## src/rtl/alu_mc.sv

```systemverilog
// alu_mc: multi-cycle ALU. Logic, add/sub, shift and compare finish in one cycle;
// iterative shift-add MUL and restoring DIV are present only when ALU_MULDIV_EN is defined.
module alu_mc #(
  parameter int WIDTH = 32,
  parameter int SHW   = $clog2(WIDTH)
) (
  input  logic             clk,
  input  logic             reset,
  input  logic             start,
  input  logic [5:0]       funct,
  input  logic             sign,
  input  logic [WIDTH-1:0] in1,
  input  logic [WIDTH-1:0] in2,
  output logic             busy,
  output logic             done,
  output logic [WIDTH-1:0] out,
  output logic [WIDTH-1:0] hi,
  output logic [WIDTH-1:0] lo,
  output logic             zero,
  output logic             ovf,
  output logic             neg,
  output logic             divz,
  output logic [1:0]       state_dbg
);

  // Handshake: a request is taken on a rising edge where start=1 and the FSM is IDLE;
  // done then pulses for exactly one cycle with all results valid. start in any other state is dropped.

  localparam int MSB = WIDTH - 1;

  localparam logic [5:0] F_ADD  = 6'b000000;
  localparam logic [5:0] F_SUB  = 6'b000001;
  localparam logic [5:0] F_AND  = 6'b011000;
  localparam logic [5:0] F_OR   = 6'b011110;
  localparam logic [5:0] F_XOR  = 6'b010110;
  localparam logic [5:0] F_NOR  = 6'b010001;
  localparam logic [5:0] F_PASS = 6'b011010;
  localparam logic [5:0] F_SLL  = 6'b100000;
  localparam logic [5:0] F_SRL  = 6'b100001;
  localparam logic [5:0] F_SRA  = 6'b100011;
  localparam logic [5:0] F_EQ   = 6'b110011;
  localparam logic [5:0] F_NE   = 6'b110001;
  localparam logic [5:0] F_LT   = 6'b110101;
  localparam logic [5:0] F_LEZ  = 6'b111101;
  localparam logic [5:0] F_LTZ  = 6'b111011;
  localparam logic [5:0] F_GTZ  = 6'b111111;
`ifdef ALU_MULDIV_EN
  localparam logic [5:0] F_MUL  = 6'b001000;
  localparam logic [5:0] F_DIV  = 6'b001001;

  typedef enum logic [1:0] {
    S_IDLE = 2'd0,
    S_MUL  = 2'd1,
    S_DIV  = 2'd2,
    S_DONE = 2'd3
  } state_t;
`else
  typedef enum logic [1:0] {
    S_IDLE = 2'd0,
    S_DONE = 2'd3
  } state_t;
`endif

  state_t state_q, state_d;

  logic             accept;
  logic             is_md;
  logic [WIDTH-1:0] op_a, op_b;
  logic             op_sign;
  logic [SHW-1:0]   sh;
  logic             eq, lt;
  logic [WIDTH:0]   add_full, sub_full;
  logic [WIDTH-1:0] sc_out;
  logic             sc_ovf, sc_valid;

  logic [WIDTH-1:0] out_q, out_d;
  logic             zero_q, zero_d;
  logic             ovf_q, ovf_d;
  logic             neg_q, neg_d;

`ifdef ALU_MULDIV_EN
  logic               is_mul, is_div;
  logic [WIDTH-1:0]   hi_q, hi_d, lo_q, lo_d;
  logic               divz_q, divz_d;
  logic [WIDTH-1:0]   a_q, a_d, b_q, b_d;
  logic               sign_q, sign_d;
  logic               rneg_q, rneg_d, aneg_q, aneg_d;
  logic [2*WIDTH-1:0] acc_q, acc_d;
  logic [WIDTH-1:0]   dvs_q, dvs_d;
  logic [SHW-1:0]     cnt_q, cnt_d;
  logic               cnt_last;
  logic [WIDTH:0]     mul_sum;
  logic [2*WIDTH-1:0] mul_next, prod;
  logic [WIDTH:0]     rem_sh;
  logic               div_ge;
  logic [WIDTH-1:0]   rem_new;
  logic [2*WIDTH-1:0] div_next;
  logic [WIDTH-1:0]   quo, rem, div_lo, div_hi;
  logic               div_ovf;

  function automatic logic [WIDTH-1:0] mag(input logic [WIDTH-1:0] x, input logic s);
    return (s && x[MSB]) ? -x : x;
  endfunction

  assign is_mul  = (funct == F_MUL);
  assign is_div  = (funct == F_DIV);
  assign is_md   = is_mul | is_div;
  // Flags at the end of MUL/DIV come from the captured operands, not the live pins.
  assign op_a    = (state_q == S_IDLE) ? in1  : a_q;
  assign op_b    = (state_q == S_IDLE) ? in2  : b_q;
  assign op_sign = (state_q == S_IDLE) ? sign : sign_q;
`else
  assign is_md   = 1'b0;
  assign op_a    = in1;
  assign op_b    = in2;
  assign op_sign = sign;
`endif

  assign accept   = (state_q == S_IDLE) && start;
  assign sh       = op_a[SHW-1:0];
  assign eq       = (op_a == op_b);
  assign lt       = op_sign ? ($signed(op_a) < $signed(op_b)) : (op_a < op_b);
  assign add_full = {1'b0, op_a} + {1'b0, op_b};
  assign sub_full = {1'b0, op_a} - {1'b0, op_b};

  always_comb begin
    sc_out   = '0;
    sc_ovf   = 1'b0;
    sc_valid = 1'b1;
    case (funct)
      F_ADD: begin
        sc_out = add_full[MSB:0];
        sc_ovf = op_sign ? ((op_a[MSB] == op_b[MSB]) && (add_full[MSB] != op_a[MSB]))
                         : add_full[WIDTH];
      end
      F_SUB: begin
        sc_out = sub_full[MSB:0];
        sc_ovf = op_sign ? ((op_a[MSB] != op_b[MSB]) && (sub_full[MSB] != op_a[MSB]))
                         : sub_full[WIDTH];
      end
      F_AND:  sc_out = op_a & op_b;
      F_OR:   sc_out = op_a | op_b;
      F_XOR:  sc_out = op_a ^ op_b;
      F_NOR:  sc_out = ~(op_a | op_b);
      F_PASS: sc_out = op_a;
      F_SLL:  sc_out = op_b << sh;
      F_SRL:  sc_out = op_b >> sh;
      F_SRA:  sc_out = $signed(op_b) >>> sh;
      F_EQ:   sc_out = WIDTH'(eq);
      F_NE:   sc_out = WIDTH'(!eq);
      F_LT:   sc_out = WIDTH'(lt);
      // Unsigned: nothing is below zero, so LEZ reduces to ==0 and GTZ to !=0.
      F_LEZ:  sc_out = WIDTH'(op_sign ? (op_a[MSB] || (op_a == '0)) : (op_a == '0));
      F_LTZ:  sc_out = WIDTH'(op_sign && op_a[MSB]);
      F_GTZ:  sc_out = WIDTH'(op_sign ? (!op_a[MSB] && (op_a != '0)) : (op_a != '0));
      default: sc_valid = 1'b0;
    endcase
  end

`ifdef ALU_MULDIV_EN
  // Shift-add step: low half holds the remaining multiplier, high half the partial sum.
  assign cnt_last = (cnt_q == SHW'(WIDTH - 1));
  assign mul_sum  = {1'b0, acc_q[2*WIDTH-1:WIDTH]} + (acc_q[0] ? {1'b0, dvs_q} : '0);
  assign mul_next = {mul_sum, acc_q[MSB:1]};
  assign prod     = rneg_q ? -mul_next : mul_next;

  // Restoring step: remainder in the high half, dividend shifting out / quotient in the low half.
  assign rem_sh   = {acc_q[2*WIDTH-1:WIDTH], acc_q[MSB]};
  assign div_ge   = (rem_sh >= {1'b0, dvs_q});
  assign rem_new  = div_ge ? (rem_sh[MSB:0] - dvs_q) : rem_sh[MSB:0];
  assign div_next = {rem_new, acc_q[MSB-1:0], div_ge};
  assign quo      = div_next[MSB:0];
  assign rem      = div_next[2*WIDTH-1:WIDTH];
  assign div_lo   = (b_q == '0) ? '1  : (rneg_q ? -quo : quo);
  assign div_hi   = (b_q == '0) ? a_q : (aneg_q ? -rem : rem);
  assign div_ovf  = sign_q && (a_q == {1'b1, {(WIDTH-1){1'b0}}}) && (b_q == '1);
`endif

  always_ff @(posedge clk or posedge reset) begin
    if (reset) state_q <= S_IDLE;
    else       state_q <= state_d;
  end

  always_comb begin
    state_d = state_q;
    case (state_q)
      S_IDLE: begin
        if (start) begin
`ifdef ALU_MULDIV_EN
          if (is_mul)      state_d = S_MUL;
          else if (is_div) state_d = S_DIV;
          else             state_d = S_DONE;
`else
          state_d = S_DONE;
`endif
        end
      end
`ifdef ALU_MULDIV_EN
      S_MUL, S_DIV: if (cnt_last) state_d = S_DONE;
`endif
      S_DONE:  state_d = S_IDLE;
      default: state_d = S_IDLE;
    endcase
  end

  always_comb begin
    busy = 1'b0;
    done = 1'b0;
    case (state_q)
`ifdef ALU_MULDIV_EN
      S_MUL, S_DIV: busy = 1'b1;
`endif
      S_DONE:  done = 1'b1;
      default: ;
    endcase
  end

  assign state_dbg = state_q;

  always_comb begin
    out_d  = out_q;
    zero_d = zero_q;
    ovf_d  = ovf_q;
    neg_d  = neg_q;
`ifdef ALU_MULDIV_EN
    hi_d   = hi_q;
    lo_d   = lo_q;
    divz_d = divz_q;
    a_d    = a_q;
    b_d    = b_q;
    sign_d = sign_q;
    rneg_d = rneg_q;
    aneg_d = aneg_q;
    acc_d  = acc_q;
    dvs_d  = dvs_q;
    cnt_d  = '0;
`endif
    if (accept) begin
`ifdef ALU_MULDIV_EN
      a_d    = in1;
      b_d    = in2;
      sign_d = sign;
      rneg_d = sign & (in1[MSB] ^ in2[MSB]);
      aneg_d = sign & in1[MSB];
      if (is_mul) begin
        acc_d = {{WIDTH{1'b0}}, mag(in2, sign)};
        dvs_d = mag(in1, sign);
      end
      if (is_div) begin
        acc_d = {{WIDTH{1'b0}}, mag(in1, sign)};
        dvs_d = mag(in2, sign);
      end
`endif
      if (!is_md) begin
        out_d  = sc_out;
        zero_d = sc_valid & eq;
        neg_d  = sc_valid & lt;
        ovf_d  = sc_ovf;
`ifdef ALU_MULDIV_EN
        divz_d = 1'b0;
`endif
      end
    end
`ifdef ALU_MULDIV_EN
    if (state_q == S_MUL || state_q == S_DIV) begin
      acc_d = (state_q == S_MUL) ? mul_next : div_next;
      cnt_d = cnt_q + SHW'(1);
      if (cnt_last) begin
        zero_d = eq;
        neg_d  = lt;
        if (state_q == S_MUL) begin
          hi_d   = prod[2*WIDTH-1:WIDTH];
          lo_d   = prod[MSB:0];
          out_d  = prod[MSB:0];
          ovf_d  = 1'b0;
          divz_d = 1'b0;
        end else begin
          hi_d   = div_hi;
          lo_d   = div_lo;
          out_d  = div_lo;
          ovf_d  = div_ovf;
          divz_d = (b_q == '0);
        end
      end
    end
`endif
  end

  always_ff @(posedge clk or posedge reset) begin
    if (reset) begin
      out_q  <= '0;
      zero_q <= 1'b0;
      ovf_q  <= 1'b0;
      neg_q  <= 1'b0;
`ifdef ALU_MULDIV_EN
      hi_q   <= '0;
      lo_q   <= '0;
      divz_q <= 1'b0;
      a_q    <= '0;
      b_q    <= '0;
      sign_q <= 1'b0;
      rneg_q <= 1'b0;
      aneg_q <= 1'b0;
      acc_q  <= '0;
      dvs_q  <= '0;
      cnt_q  <= '0;
`endif
    end else begin
      out_q  <= out_d;
      zero_q <= zero_d;
      ovf_q  <= ovf_d;
      neg_q  <= neg_d;
`ifdef ALU_MULDIV_EN
      hi_q   <= hi_d;
      lo_q   <= lo_d;
      divz_q <= divz_d;
      a_q    <= a_d;
      b_q    <= b_d;
      sign_q <= sign_d;
      rneg_q <= rneg_d;
      aneg_q <= aneg_d;
      acc_q  <= acc_d;
      dvs_q  <= dvs_d;
      cnt_q  <= cnt_d;
`endif
    end
  end

  assign out  = out_q;
  assign zero = zero_q;
  assign ovf  = ovf_q;
  assign neg  = neg_q;
`ifdef ALU_MULDIV_EN
  assign hi   = hi_q;
  assign lo   = lo_q;
  assign divz = divz_q;
`else
  assign hi   = '0;
  assign lo   = '0;
  assign divz = 1'b0;
`endif

endmodule

```

## config.mk

```make
export PLATFORM = sky130hd
export DESIGN_NAME = alu_mc
export DESIGN_NICKNAME = d
export VERILOG_FILES = /design/src/rtl/alu_mc.sv
export SDC_FILE = /design/constraint.sdc
export NUM_CORES = 1
export LEC_CHECK = 0
export ABC_AREA = 1
export CAP_MARGIN = 30
export CORE_UTILIZATION = 45
export DETAILED_ROUTE_END_ITERATION = 10
export PLACE_DENSITY_LB_ADDON = 0.12
export SLEW_MARGIN = 10
export SYNTH_ARGS = -nofsm -noshare
export SYNTH_HDL_FRONTEND = slang
export SYNTH_SLANG_ARGS = --single-unit
```

## constraint.sdc

```tcl
create_clock -name clk -period 2 [get_ports clk]
set_input_delay 0.3 -clock clk [delete_from_list [all_inputs] [get_ports clk]]
set_output_delay 0.3 -clock clk [all_outputs]
set_load 0.01 [all_outputs]
```

==> flow_summary.yaml, run 1 <==
place:
  dp_cells: 3288
  hpwlAfterDp_um: 60600
  portBuffers: 111
  placedInstanceArea_mm2: 0.0179
  place.gp.congestion: 1.19
synth:
  yosys_warnings: 0
  ys_ff_latch: 36
  ys_types: 55
  synth_edf_count: 0
  netlist_instances: 2348
  synthArstFlopShare_pct: 100
  syn-cell-area_mm2: 0.0123
  syn_area_per_cell_um2: 5.26
  synth_flop_cell: "dfrtp_1"
  seq_area_frac_synth_pct: 7.30
floorplan:
  ios: 178
  fp-row-count: 60
  die_h_um: 168
  start_util_pct: 45.8
  dieWidth_um: 168
sta:
  worst-endpoint-pin-kind: "sequential cell input"
  repair-timing-grt-worst-ep: "out[6]$_DFFE_PP0P_/D"
run_status:
  lastStage: "5_1_grt"
  status: "did not finish"
  error: "[ERROR GRT-0232] Routing congestion too high. Check the congestion heatmap in the GUI."
global_routing:
  grt_max_degree: 49
  overflow: 7
  grt_usage_pct: 71.8
clock_network:
  clk_path_buf_depth: 2
  holdBufCountCts: 0
  numCtsBuffers: 5
  clockRootBuffer: "clkbuf_16"
  cts_sinks: 36
  cts-htree-levels: 2
## synth_stat cells, types with 9 or more instances
cell,number,area (um^2)
nand2_1,799,3000
nand3_1,295,1480
inv_1,245,920
nor2_1,210,788
o21ai_0,116,581
a21oi_1,99,495
ha_1,97,1210
buf_4,75,563
buf_2,54,270
o211ai_1,46,345
nand4_1,40,250
dfrtp_1,36,901
nor3_1,36,180
clkbuf_1,33,124
o22ai_1,26,163
o21a_1,19,143
o21bai_1,11,82.6
buf_6,9,101
o21ai_1,9,45.0
## repair_timing
item | CTS
pin swaps | 153
resized for setup | 716
endpoints found under the setup margin | 35
gates cloned | 0
buffers inserted | 65
## per-layer routing
metal | overflow | track usage [%]
met1 | 0 | 73.6
met2 | 4 | 90.5
met3 | 0 | 52.9
met4 | 3 | 68.3
met5 | 0 | 24.2
## cells by family after synthesis
logic type	share of synthesized area, %
xor gates and xnor gates	0.142
other	0.0304
AOI/OAI and AO/OA	17.3
muxes	0.0811
and+or+nand+nor	48.4
buffers and inverters	16.6
adders and majority gates	10.2
DFF	7.30
## per-stage QoR
stage / TNS, ns / setup slack (ns) / utilization (%) / hold slack [ns]
after floorplan: -3.56 / -0.208 / - / 0.467
after global placement: -30.41 / -1.04 / 66.4 / 0.456
after detailed placement: -31.75 / -1.08 / 66.4 / 0.467
after CTS: -1.11 / -0.114 / 76.0 / 0.460
==> run 2, diff against run 1 <==
CORE_UTILIZATION = 30   (was 45)
PLACE_DENSITY_LB_ADDON = 0.15   (was 0.12)
==> run 2 against run 1 <==
The flow now finishes, with violations (negative setup slack). Synthesized cell count unchanged. Synthesized area did not move.
==> flow_summary.yaml, run 2 <==
cells_and_area:
  layout-drive-gt1-share_pct: 47.2
  mostFrequentLayoutCell: "buf_4"
  area_growth_pct: 80.2
  multi_input_area_mm2: 0.0127
  final_cell_mix: "622 x buf_4, 617 x nand2_1, 207 x nand3_1, 161 x inv_1, 123 x nand2_2"
  fin_util_pct: 55.3
  finalNetCount: 3232
  largest_register_ffs: 32
  seqCellArea_um2: 901
  fillers: 4071
sta:
  slew_headroom_pct: 61.2
  rsz0062_at_grt: "true"
  final.min_clock_period_ns: 2.11
  setup_viol: 28
  min_period_over_period_pct: 106
  final-hold-violation-count: 0
  clock.fmax_ghz: 0.474
  fin_tns_setup_ns: -1.55
  worst_slack_ns: -0.111
  drv_slew: 0
  worst_pin_slew_ns: 0.582
  fin_skew_ns: 0.0216
floorplan:
  dieWidth_um: 205
  ios: 178
  fp-row-count: 73
  core-area_mm2: 0.0402
  die_area_mm2: 0.0420
  die_h_um: 205
  start_util_pct: 30.7
run_status:
  status: "complete, but fails checks"
  violations: "negative setup slack"
clock_network:
  clk_latency_ns: 0.31
  clk_path_buf_depth: 2
  cts_tree: "yes"
  numCtsBuffers: 5
  cts_sinks: 36
  path_clk_slew_ns: 0.08
  holdBufCountCts: 0
  cts-htree-levels: 2
  clockRootBuffer: "clkbuf_16"
synth:
  synth.largest_area_cell: "nand2_1"
  yosys-top-cells-count: "799 x nand2_1, 295 x nand3_1, 245 x inv_1"
  netlist.area_leader.share_pct: 24.3
  syn-cell-area_mm2: 0.0123
  synth_flop_cell: "dfrtp_1"
  yosys_warnings: 0
  ys_ff_latch: 36
  synthArstFlopShare_pct: 100
  synth_edf_count: 0
  netlist_instances: 2348
  seq_area_frac_synth_pct: 7.30
  synth_area_leaders: "nand2_1 24%, nand3_1 12%, ha_1 9.8%"
  ys_types: 55
  syn_area_per_cell_um2: 5.26
  synth.most_common_cell: "nand2_1"
job:
  cap_viol_max_count: 0
route:
  wl_per_cell_um: 23.3
  drtAntennaViolNets: 0
  drt_pass1_iterations: 5
  wl_um: 83600
  drt_iter0_markers: 1948
  detail_route.vias_per_cell: 5.37
  vias: 19200
  drc: 0
power_and_ir_drop:
  p_per_area_mw_per_mm2: 327
  vdd_ir_drop_max_uv: 364
  p_leak_nw: 11.3
global_routing:
  overflow: 0
  grt_max_degree: 49
  grt_usage_pct: 38.7
  grt_pass1_vias: 18300
  antenna_found_initial: 3
  grt_pass1_wl_um: 118000
critical_path:
  path_class: "in2reg"
  worstPathArrival_ns: 2.32
  end_kind: "register"
  crit_path_max_fanout: 5
  cp.required_ns: 2.21
  cp-start-kind: "primary input"
place:
  hpwlAfterDp_um: 68200
  portBuffers: 111
  place.gp.congestion: 1.02
hold_path:
  hold_class: "in2async"
## run 2: cell counts after synthesis
Identical to the previous run, type by type.
## run 2: repair_timing
item / CTS / global route
hold endpoints to repair: 0 / 0
setup buffers: 58 / 43
gates resized for setup: 783 / 373
endpoints found under the setup margin: 35 / 35
cloned: 2 / 1
pin swaps: 175 / 164
## run 2: final cells by class
class,instances,area share [%]
flip-flops and latches,36,4.05
repair buffers,816,30.5
inverters,257,4.66
clock buffers,5,0.563
well taps,525,2.95
multi-input cells,1943,57.2
clock inverters,3,0.0844
diodes,1,0.0113
## run 2: report_power, final
part / internal, W / total, W / switching [W]
registers: 0.000783 / 0.000825 / 0.0000425
clock network: 0.000463 / 0.000876 / 0.000413
logic: 0.00238 / 0.00557 / 0.00319
## run 2: logic make-up after synthesis
| family | synth area share, % |
|---|---|
| adder cells (fa/ha/maj) | 10.2 |
| other | 0.0304 |
| AO/OA/AOI/OAI | 17.3 |
| flip-flops | 7.30 |
| buffers and inverters | 16.6 |
| XOR/XNOR | 0.142 |
| AND/OR/NAND/NOR | 48.4 |
| multiplexers | 0.0811 |
## run 2: final timing paths
| path | start | endpoint | slack, ns | cells after the start |
|---|---|---|---|---|
| max in group asynchronous | reset | out[0]$_DFFE_PP0P_ | 1.15 | 3 |
| min in group clk | out[7]$_DFFE_PP0P_ | out[7]$_DFFE_PP0P_ | 0.48 | 2 |
| worst max-delay path | in1[0] | out[24]$_DFFE_PP0P_ | -0.11 | 17 |
| worst min register to register | out[7]$_DFFE_PP0P_ | out[7]$_DFFE_PP0P_ | 0.48 | 2 |
| worst min-delay path | reset | out[20]$_DFFE_PP0P_ | 0.43 | 3 |
| worst max register to register | state_dbg[0]$_DFFE_PP0P_ | out[19]$_DFFE_PP0P_ | 0.66 | 5 |
## run 2: per-stage QoR
stage / cells / hold slack (ns) / instance area [um^2] / worst slack [ns] / power, W
3_5_place_dp: 3477 / 0.470 / 18100 / -1.13 / 0.00511
5_1_grt: 3585 / 0.500 / 22200 / -0.172 / 0.00764
4_1_cts: 3543 / 0.450 / 20900 / -0.125 / 0.00672
3_3_place_gp: 3477 / 0.465 / 18100 / -1.14 / 0.00510
6_report: 3586 / 0.427 / 22200 / -0.111 / 0.00728
2_1_floorplan: 2413 / 0.467 / 12800 / -0.208 / 0.00290
## run 2: layer usage
layer / up-vias / wire length, um / GRT usage [%]
met3: 151 / 6780 / 5.01
met2: 901 / 37900 / 63.0
li1: 8974 / - / -
met4: 4 / 3780 / 13.3
met5: - / 27 / 0
met1: 9218 / 35100 / 52.1
## run 2: worst max-delay path: stages
cell and delay [ns]:
buf_12 0.10, buf_12 0.14, inv_12 0.05, ha_4 0.18
fa_2 0.36, o21ai_2 0.18, nand2_1 0.12, nand2_2 0.14
nand2_4 0.09, nand2_4 0.12, nand2_4 0.06, nand2_2 0.07
nand2_2 0.05, nand3_2 0.05, nand4_1 0.14, nand2_1 0.11
nand2_1 0.05
No activity file was read; power rests on OpenSTA's default activity.
==> run 3, diff against run 2 <==
SLEW_MARGIN = default   (was 10)
==> results of run 3 <==
Final layout, timing and power as in run 2 (identical DEF).
